## src/rtl/fmac_feeder_if.sv

```systemverilog
// fmac_feeder_if: host-side operand push channel of fmac_feeder.
// The host (master) offers an x/y operand pair with in_valid; the feeder
// (slave) accepts it in any cycle where in_ready is high.
interface fmac_feeder_if #(
  parameter int DATA_W = 8
);
  logic              in_valid;
  logic              in_ready;
  logic [DATA_W-1:0] in_x;
  logic [DATA_W-1:0] in_y;

  modport master (
    output in_valid,
    output in_x,
    output in_y,
    input  in_ready
  );

  modport slave (
    input  in_valid,
    input  in_x,
    input  in_y,
    output in_ready
  );
endinterface

```

## src/rtl/fmac_feeder.sv

```systemverilog
// fmac_feeder: operand sequencer for the 8x8 multiply-accumulate unit.
// Host pairs are buffered in a DEPTH-entry FIFO. On start the MAC accumulator
// is cleared, len pairs are streamed onto x/y (zero bubbles whenever the FIFO
// is dry), DRAIN_CYCLES zero cycles let the MAC pipeline settle, then done
// pulses for one cycle. Pairs left in the FIFO carry over to the next vector.
// Optional feature macro: FMAC_FEEDER_ABORT_EN adds an abort input that drops
// the current vector, flushes the FIFO and clears the MAC accumulator.
module fmac_feeder #(
  parameter int DEPTH        = 4,
  parameter int DRAIN_CYCLES = 2
) (
  input  logic         CLK,
  input  logic         RESET,
  input  logic         start,
  input  logic [7:0]   len,
`ifdef FMAC_FEEDER_ABORT_EN
  input  logic         abort,
`endif
  fmac_feeder_if.slave host,
  output logic [7:0]   x,
  output logic [7:0]   y,
  output logic         mac_clr_n,
  output logic         busy,
  output logic         done,
  output logic [7:0]   count
);

  localparam int DATA_W = 8;
  localparam int PW     = (DEPTH > 2) ? $clog2(DEPTH) : 1;
  localparam int DCW    = (DRAIN_CYCLES > 2) ? $clog2(DRAIN_CYCLES) : 1;

  localparam logic [PW:0]    OCC_FULL   = (PW + 1)'(DEPTH);
  localparam logic [DCW-1:0] DRAIN_LAST = DCW'((DRAIN_CYCLES > 0) ? (DRAIN_CYCLES - 1) : 0);

  // The state register names what the registered outputs show in that cycle:
  // CLEAR has mac_clr_n low, RUN shows issued pairs or bubbles, DRAIN shows
  // the settling zeros, DONE shows the done pulse.
  typedef enum logic [2:0] {
    S_IDLE,
    S_CLEAR,
    S_RUN,
    S_DRAIN,
    S_DONE
  } state_t;

  state_t             state;
  logic [7:0]         len_r;
  logic [DCW-1:0]     drain_cnt;

  logic [DATA_W-1:0]  mem_x [DEPTH];
  logic [DATA_W-1:0]  mem_y [DEPTH];
  logic [PW-1:0]      wr_ptr;
  logic [PW-1:0]      rd_ptr;
  logic [PW:0]        occ;

  logic               full;
  logic               empty;
  logic               issue;
  logic               push;
  logic               pop;
  logic               abort_act;

`ifdef FMAC_FEEDER_ABORT_EN
  // Abort only acts while a vector is in flight.
  assign abort_act = abort && ((state == S_CLEAR) || (state == S_RUN) || (state == S_DRAIN));
`else
  assign abort_act = 1'b0;
`endif

  assign full          = (occ == OCC_FULL);
  assign empty         = (occ == '0);
  assign host.in_ready = !full;

  // The edge leaving CLEAR already issues the first pair, so that pair is on
  // x/y in the first RUN cycle; RUN keeps issuing until len pairs are out.
  assign issue = (state == S_CLEAR) || ((state == S_RUN) && (count != len_r));

  // in_ready looks only at full, so a full FIFO refuses a push even when a
  // pop happens in the same cycle; an abort drops any same-cycle push.
  assign push = host.in_valid && !full && !abort_act;
  assign pop  = issue && !empty && !abort_act;

  // FIFO pointers and occupancy; pointers wrap naturally since DEPTH is 2^PW.
  always_ff @(posedge CLK or negedge RESET) begin
    if (!RESET) begin
      wr_ptr <= '0;
      rd_ptr <= '0;
      occ    <= '0;
    end else if (abort_act) begin
      wr_ptr <= '0;
      rd_ptr <= '0;
      occ    <= '0;
    end else begin
      if (push) begin
        wr_ptr <= wr_ptr + 1'b1;
      end
      if (pop) begin
        rd_ptr <= rd_ptr + 1'b1;
      end
      case ({push, pop})
        2'b10:   occ <= occ + 1'b1;
        2'b01:   occ <= occ - 1'b1;
        default: occ <= occ;
      endcase
    end
  end

  // FIFO storage; contents are don't-care until written, so no reset.
  always_ff @(posedge CLK) begin
    if (push) begin
      mem_x[wr_ptr] <= host.in_x;
      mem_y[wr_ptr] <= host.in_y;
    end
  end

  // Sequencer FSM with registered MAC-side outputs and status.
  always_ff @(posedge CLK or negedge RESET) begin
    if (!RESET) begin
      state     <= S_IDLE;
      len_r     <= '0;
      drain_cnt <= '0;
      x         <= '0;
      y         <= '0;
      mac_clr_n <= 1'b1;
      busy      <= 1'b0;
      done      <= 1'b0;
      count     <= '0;
    end else begin
      x         <= '0;
      y         <= '0;
      mac_clr_n <= 1'b1;
      done      <= 1'b0;

      if (abort_act) begin
        state     <= S_IDLE;
        mac_clr_n <= 1'b0;
        busy      <= 1'b0;
      end else begin
        if (pop) begin
          x     <= mem_x[rd_ptr];
          y     <= mem_y[rd_ptr];
          count <= count + 1'b1;
        end

        case (state)
          S_IDLE: begin
            if (start) begin
              if (len != 8'd0) begin
                len_r     <= len;
                count     <= '0;
                mac_clr_n <= 1'b0;
                busy      <= 1'b1;
                state     <= S_CLEAR;
              end else begin
                done  <= 1'b1;
                state <= S_DONE;
              end
            end
          end

          S_CLEAR: begin
            state <= S_RUN;
          end

          S_RUN: begin
            if (count == len_r) begin
              if (DRAIN_CYCLES == 0) begin
                done  <= 1'b1;
                busy  <= 1'b0;
                state <= S_DONE;
              end else begin
                drain_cnt <= DRAIN_LAST;
                state     <= S_DRAIN;
              end
            end
          end

          S_DRAIN: begin
            if (drain_cnt == '0) begin
              done  <= 1'b1;
              busy  <= 1'b0;
              state <= S_DONE;
            end else begin
              drain_cnt <= drain_cnt - 1'b1;
            end
          end

          S_DONE: begin
            state <= S_IDLE;
          end

          default: begin
            busy  <= 1'b0;
            state <= S_IDLE;
          end
        endcase
      end
    end
  end

endmodule

```

## src/flat_wrapper.sv

```systemverilog
// flat-port wrapper written by rule: the top's interface ports become plain ports
module fmac_feeder_flat 
#(
  parameter int DEPTH        = 4,
  parameter int DRAIN_CYCLES = 2
)
  (CLK, RESET, start, len, x, y, mac_clr_n, busy, done, count, host_in_valid, host_in_x, host_in_y, host_in_ready);
  fmac_feeder_if #(.DATA_W(8)) host_i ();
  input  logic CLK;
  input  logic RESET;
  input  logic start;
  input  logic [7:0] len;
  output logic [7:0] x;
  output logic [7:0] y;
  output logic mac_clr_n;
  output logic busy;
  output logic done;
  output logic [7:0] count;
  input wire logic [$bits(host_i.in_valid)-1:0] host_in_valid;
  input wire logic [$bits(host_i.in_x)-1:0] host_in_x;
  input wire logic [$bits(host_i.in_y)-1:0] host_in_y;
  output wire logic [$bits(host_i.in_ready)-1:0] host_in_ready;
  assign host_i.in_valid = host_in_valid;
  assign host_i.in_x = host_in_x;
  assign host_i.in_y = host_in_y;
  assign host_in_ready = host_i.in_ready;
  fmac_feeder #(.DEPTH(DEPTH), .DRAIN_CYCLES(DRAIN_CYCLES)) u_core (.CLK(CLK), .RESET(RESET), .start(start), .len(len), .host(host_i), .x(x), .y(y), .mac_clr_n(mac_clr_n), .busy(busy), .done(done), .count(count));
endmodule
```

## config.mk

```make
export PLATFORM = sky130hd
export DESIGN_NAME = fmac_feeder_flat
export DESIGN_NICKNAME = d
export VERILOG_FILES = /design/src/rtl/fmac_feeder_if.sv /design/src/rtl/fmac_feeder.sv /design/src/flat_wrapper.sv
export SDC_FILE = /design/constraint.sdc
export NUM_CORES = 1
export LEC_CHECK = 0
export CELL_PAD_IN_SITES_DETAIL_PLACEMENT = 1
export CELL_PAD_IN_SITES_GLOBAL_PLACEMENT = 1
export CORE_AREA = 2 2 117 119
export CTS_CLUSTER_DIAMETER = 30
export CTS_CLUSTER_SIZE = 25
export DETAILED_ROUTE_END_ITERATION = 12
export DIE_AREA = 0 0 119 121
export PLACE_DENSITY_LB_ADDON = 0.25
export SETUP_SLACK_MARGIN = 0.2
export SLEW_MARGIN = 40
export SYNTH_ARGS = -nofsm -noshare
export SYNTH_HDL_FRONTEND = slang
export SYNTH_SLANG_ARGS = --single-unit
```

## constraint.sdc

```tcl
create_clock -name CLK -period 3 [get_ports CLK]
set_input_delay 0.75 -clock CLK [delete_from_list [all_inputs] [get_ports CLK]]
set_output_delay 0.75 -clock CLK [all_outputs]
set_load 0.01 [all_outputs]
```

==> flow_metrics.tcl <==
set metrics [dict create \
    design_area_mm2 0.00559 \
    clkLatencyLatePin_ns 0.35 \
    yosysSeqAreaShare_pct 68.2 \
    crit_arrival_ns 2.77 \
    min_period_over_period_pct 83.0 \
    drc 0 \
    required_ns 3.28 \
    syn-num-nets 303 \
    power_frac_seq_pct 43.4 \
    worst_slack_ns 0.510 \
    max_freq_mhz 402 \
    ys_top_cells_by_area "edfxtp_1 43%, dfrtp_1 25%, mux4_2 8.0%" \
    path_clk_slew_ns 0.07 \
    synth_ff_type "edfxtp_1" \
    critical_path_class "flip-flop to flip-flop" \
    ant_nets 0 \
    hold_path_class "flip-flop to flip-flop" \
    wirelength_um 9060 \
    fin_skew_ns 0.00687 \
    place_hpwl_um 5910 \
    slew_violations 0 \
    rsz0062_at_grt "no" \
    synth_top_cell_by_area "edfxtp_1" \
    core_mm2 0.0131 \
    worstSetupStartpointType "flip-flop" \
    synth_top_area_share_pct 42.6 \
    clock_path_buffers 2 \
    syn_inst 268 \
    peakVddDrop_mv 0.426 \
    synthArstFlopShare_pct 41.8 \
    status "finished clean" \
    setup_violations 0 \
    drive_above_1_share_pct 18.3 \
    power_frac_comb_pct 35.5 \
    htreeDepth 3 \
    relSlewSlack_pct 56.6 \
    ys_warn_count 0 \
    numCtsBuffers 9 \
    clock_sinks 110 \
    tritoncts "done" \
    via_per_inst 4.78 \
    hold_violations 0 \
    crit_chain "xor2_2 > nor4_4 > a211oi_4 > nor2_4 > inv_1 > ha_1 > inv_1 > fa_1 > xor2_1 > nor2_1 > xor2_1" \
    placed_area_mm2 0.00531 \
    slowest_delay_ns 0.55 \
    drtPass1Iterations 4 \
    setup_tns_ns 0 \
    maxCapViolations 0 \
    synth.distinct_cells 44 \
    synth-edff-count 64 \
    place_congestion 0.764 \
    ios 56 \
    p_sw_uw 1750 \
    cts_resized 0 \
    synth_area_mm2 0.00451 \
    floorplan.initialDensity_pct 34.5 \
    portBuffers 55 \
    drt_iter0_markers 109 \
    rows 42 \
    fin_nets 368 \
    wl_per_cell_um 17.6 \
    grt_max_degree 47 \
    cp_slowest_cell "dfrtp_1" \
    endpoint_kind "flip-flop" \
    fp.dieW_um 119 \
    clkPwrFrac_pct 21.1 \
    ys_ff_latch 110 \
    die_h_um 121 \
    leakage_uw 0.00215 \
    clock-root-buffer "clkbuf_16" \
    fp.dieArea_mm2 0.0144 \
    reg2reg_setup_slack_ns 0.51 \
    avgSynthCellArea_um2 16.8 \
    syn_to_final_growth_pct 24.0 \
    grt_pass1_wl_um 14900 \
    power.internal_uw 3610 \
    overflow 0 \
    route.vias.total 2455 \
    power_density_mw_per_mm2 957 \
    critPathMaxFanout 9 \
    post_cts_buffers 0 \
    cts_hold_buffers 0 \
    grt_pass1_vias 2740 \
    tightest_slew_ns 0.651 \
    period_minus_slack_ns 2.49 \
    grtUsageTotal_pct 14.1 \
    dp_slack_ns 0.232 \
    swShare_pct 32.6 \
    antennaDiodeCount 0 \
    antenna_found_initial 0 \
]
synth_stat cells (6+ instances only):
cell and instances:
and2b_1 7, dfrtp_1 45, edfxtp_1 64, ha_1 6, inv_1 7, mux2_2 8
mux2i_1 8, mux4_2 16, nand2_1 13, nor2_1 8, nor2b_1 12, xor2_1 8
area by class of cell:
cell class | instances | area, um2
flip-flops and latches | 110 | 3080
repair buffers | 67 | 661
clock buffers | 9 | 225
well taps | 176 | 220
multi-input cells | 138 | 1330
fillers | 1312 | 7490
clock inverters | 7 | 53.8
inverters | 7 | 26.3
kinds of logic (layout without fill, tap and decap cells):
group,count (synthesis),after routing,synth area share (%)
DFF,110,110,68.2
and+or+nand+nor,66,66,9.16
muxes,32,32,11.8
buffers and inverters,20,90,2.30
AOI/OAI and AO/OA,19,19,3.41
xor gates and xnor gates,14,14,3.05
adders and majority gates,7,7,2.11
flip-flops by register name, indices dropped and copies added, names as in the netlist, 3 cells and up:
name,flops
u_core.state,3
u_core.count,8
u_core.occ,3
u_core.len_r,8
u_core.mem_y,32
u_core.mem_x,32
u_core.y,8
u_core.x,8
worst max-delay path, delay by kind of cell (launching register included):
kind	cells	cell delay, ns
DFF	1	0.55
adders and majority gates	2	0.54
xor gates and xnor gates	3	0.50
AOI/OAI and AO/OA	1	0.43
and+or+nand+nor	3	0.27
buffers and inverters	2	0.12
final timing paths:
kind	end	cells past startpoint	startpoint
setup / recovery	u_core.occ[2]	11	u_core.count[3]
hold / removal	u_core.busy	2	u_core.busy
setup reg to reg	u_core.occ[2]	11	u_core.count[3]
hold reg to reg	u_core.busy	2	u_core.busy
max in group asynchronous	u_core.rd_ptr[1]	2	RESET
min in group asynchronous	u_core.state[1]	2	RESET
metrics by stage:
step | total power, uW | std cells | utilization (%) | hold slack [ns]
after floorplan | 3600 | 268 | - | 0.454
after global placement | 4270 | 498 | 40.6 | 0.505
after detailed placement | 4310 | 498 | 40.6 | 0.497
after CTS | 5480 | 514 | 42.7 | 0.515
after global routing | 5720 | 514 | 42.7 | 0.538
final | 5350 | 514 | 42.7 | 0.504
metal layers:
layer | track usage [%] | part of all wire, % | up-vias
met5 | 0 | 0 | -
met4 | 5.36 | 1.7 | 0
met3 | 3.76 | 4.5 | 12
met2 | 24.6 | 53 | 54
met1 | 16.5 | 41 | 1266
li1 | - | - | 1123
layout by cell type, fill, tap and decap left out, types with 2 or more instances in the layout:
master and instances:
edfxtp_1 64, clkdlybuf4s50_1 54, dfrtp_1 44, mux4_2 16, nand2_1 13, nor2b_1 12
buf_4 10, clkbuf_16 9, xor2_1 8, mux2i_1 8, nor2_1 8, mux2_2 8
inv_1 7, and2b_1 7, ha_1 6, nand3_1 5, and3_1 5, nand2b_1 4
o21ai_0 4, xnor2_1 4, or4_1 3, nor4_4 2, xor2_2 2, o2111a_1 2
a21oi_1 2, o2111ai_1 2, o211a_1 2, clkinv_4 2, clkinv_1 2, inv_6 2
buf_12 2
power by group through the flow:
stage / Combinational [uW] / Clock (uW) / Sequential (uW)
finish: 1900 / 1130 / 2320
global route: 2110 / 1230 / 2380
CTS: 1960 / 1180 / 2340
detailed placement: 1950 / 0 / 2370
global placement: 1920 / 0 / 2350
floorplan: 1340 / 0 / 2260
Note: power is estimated with default switching activity, not from simulation.
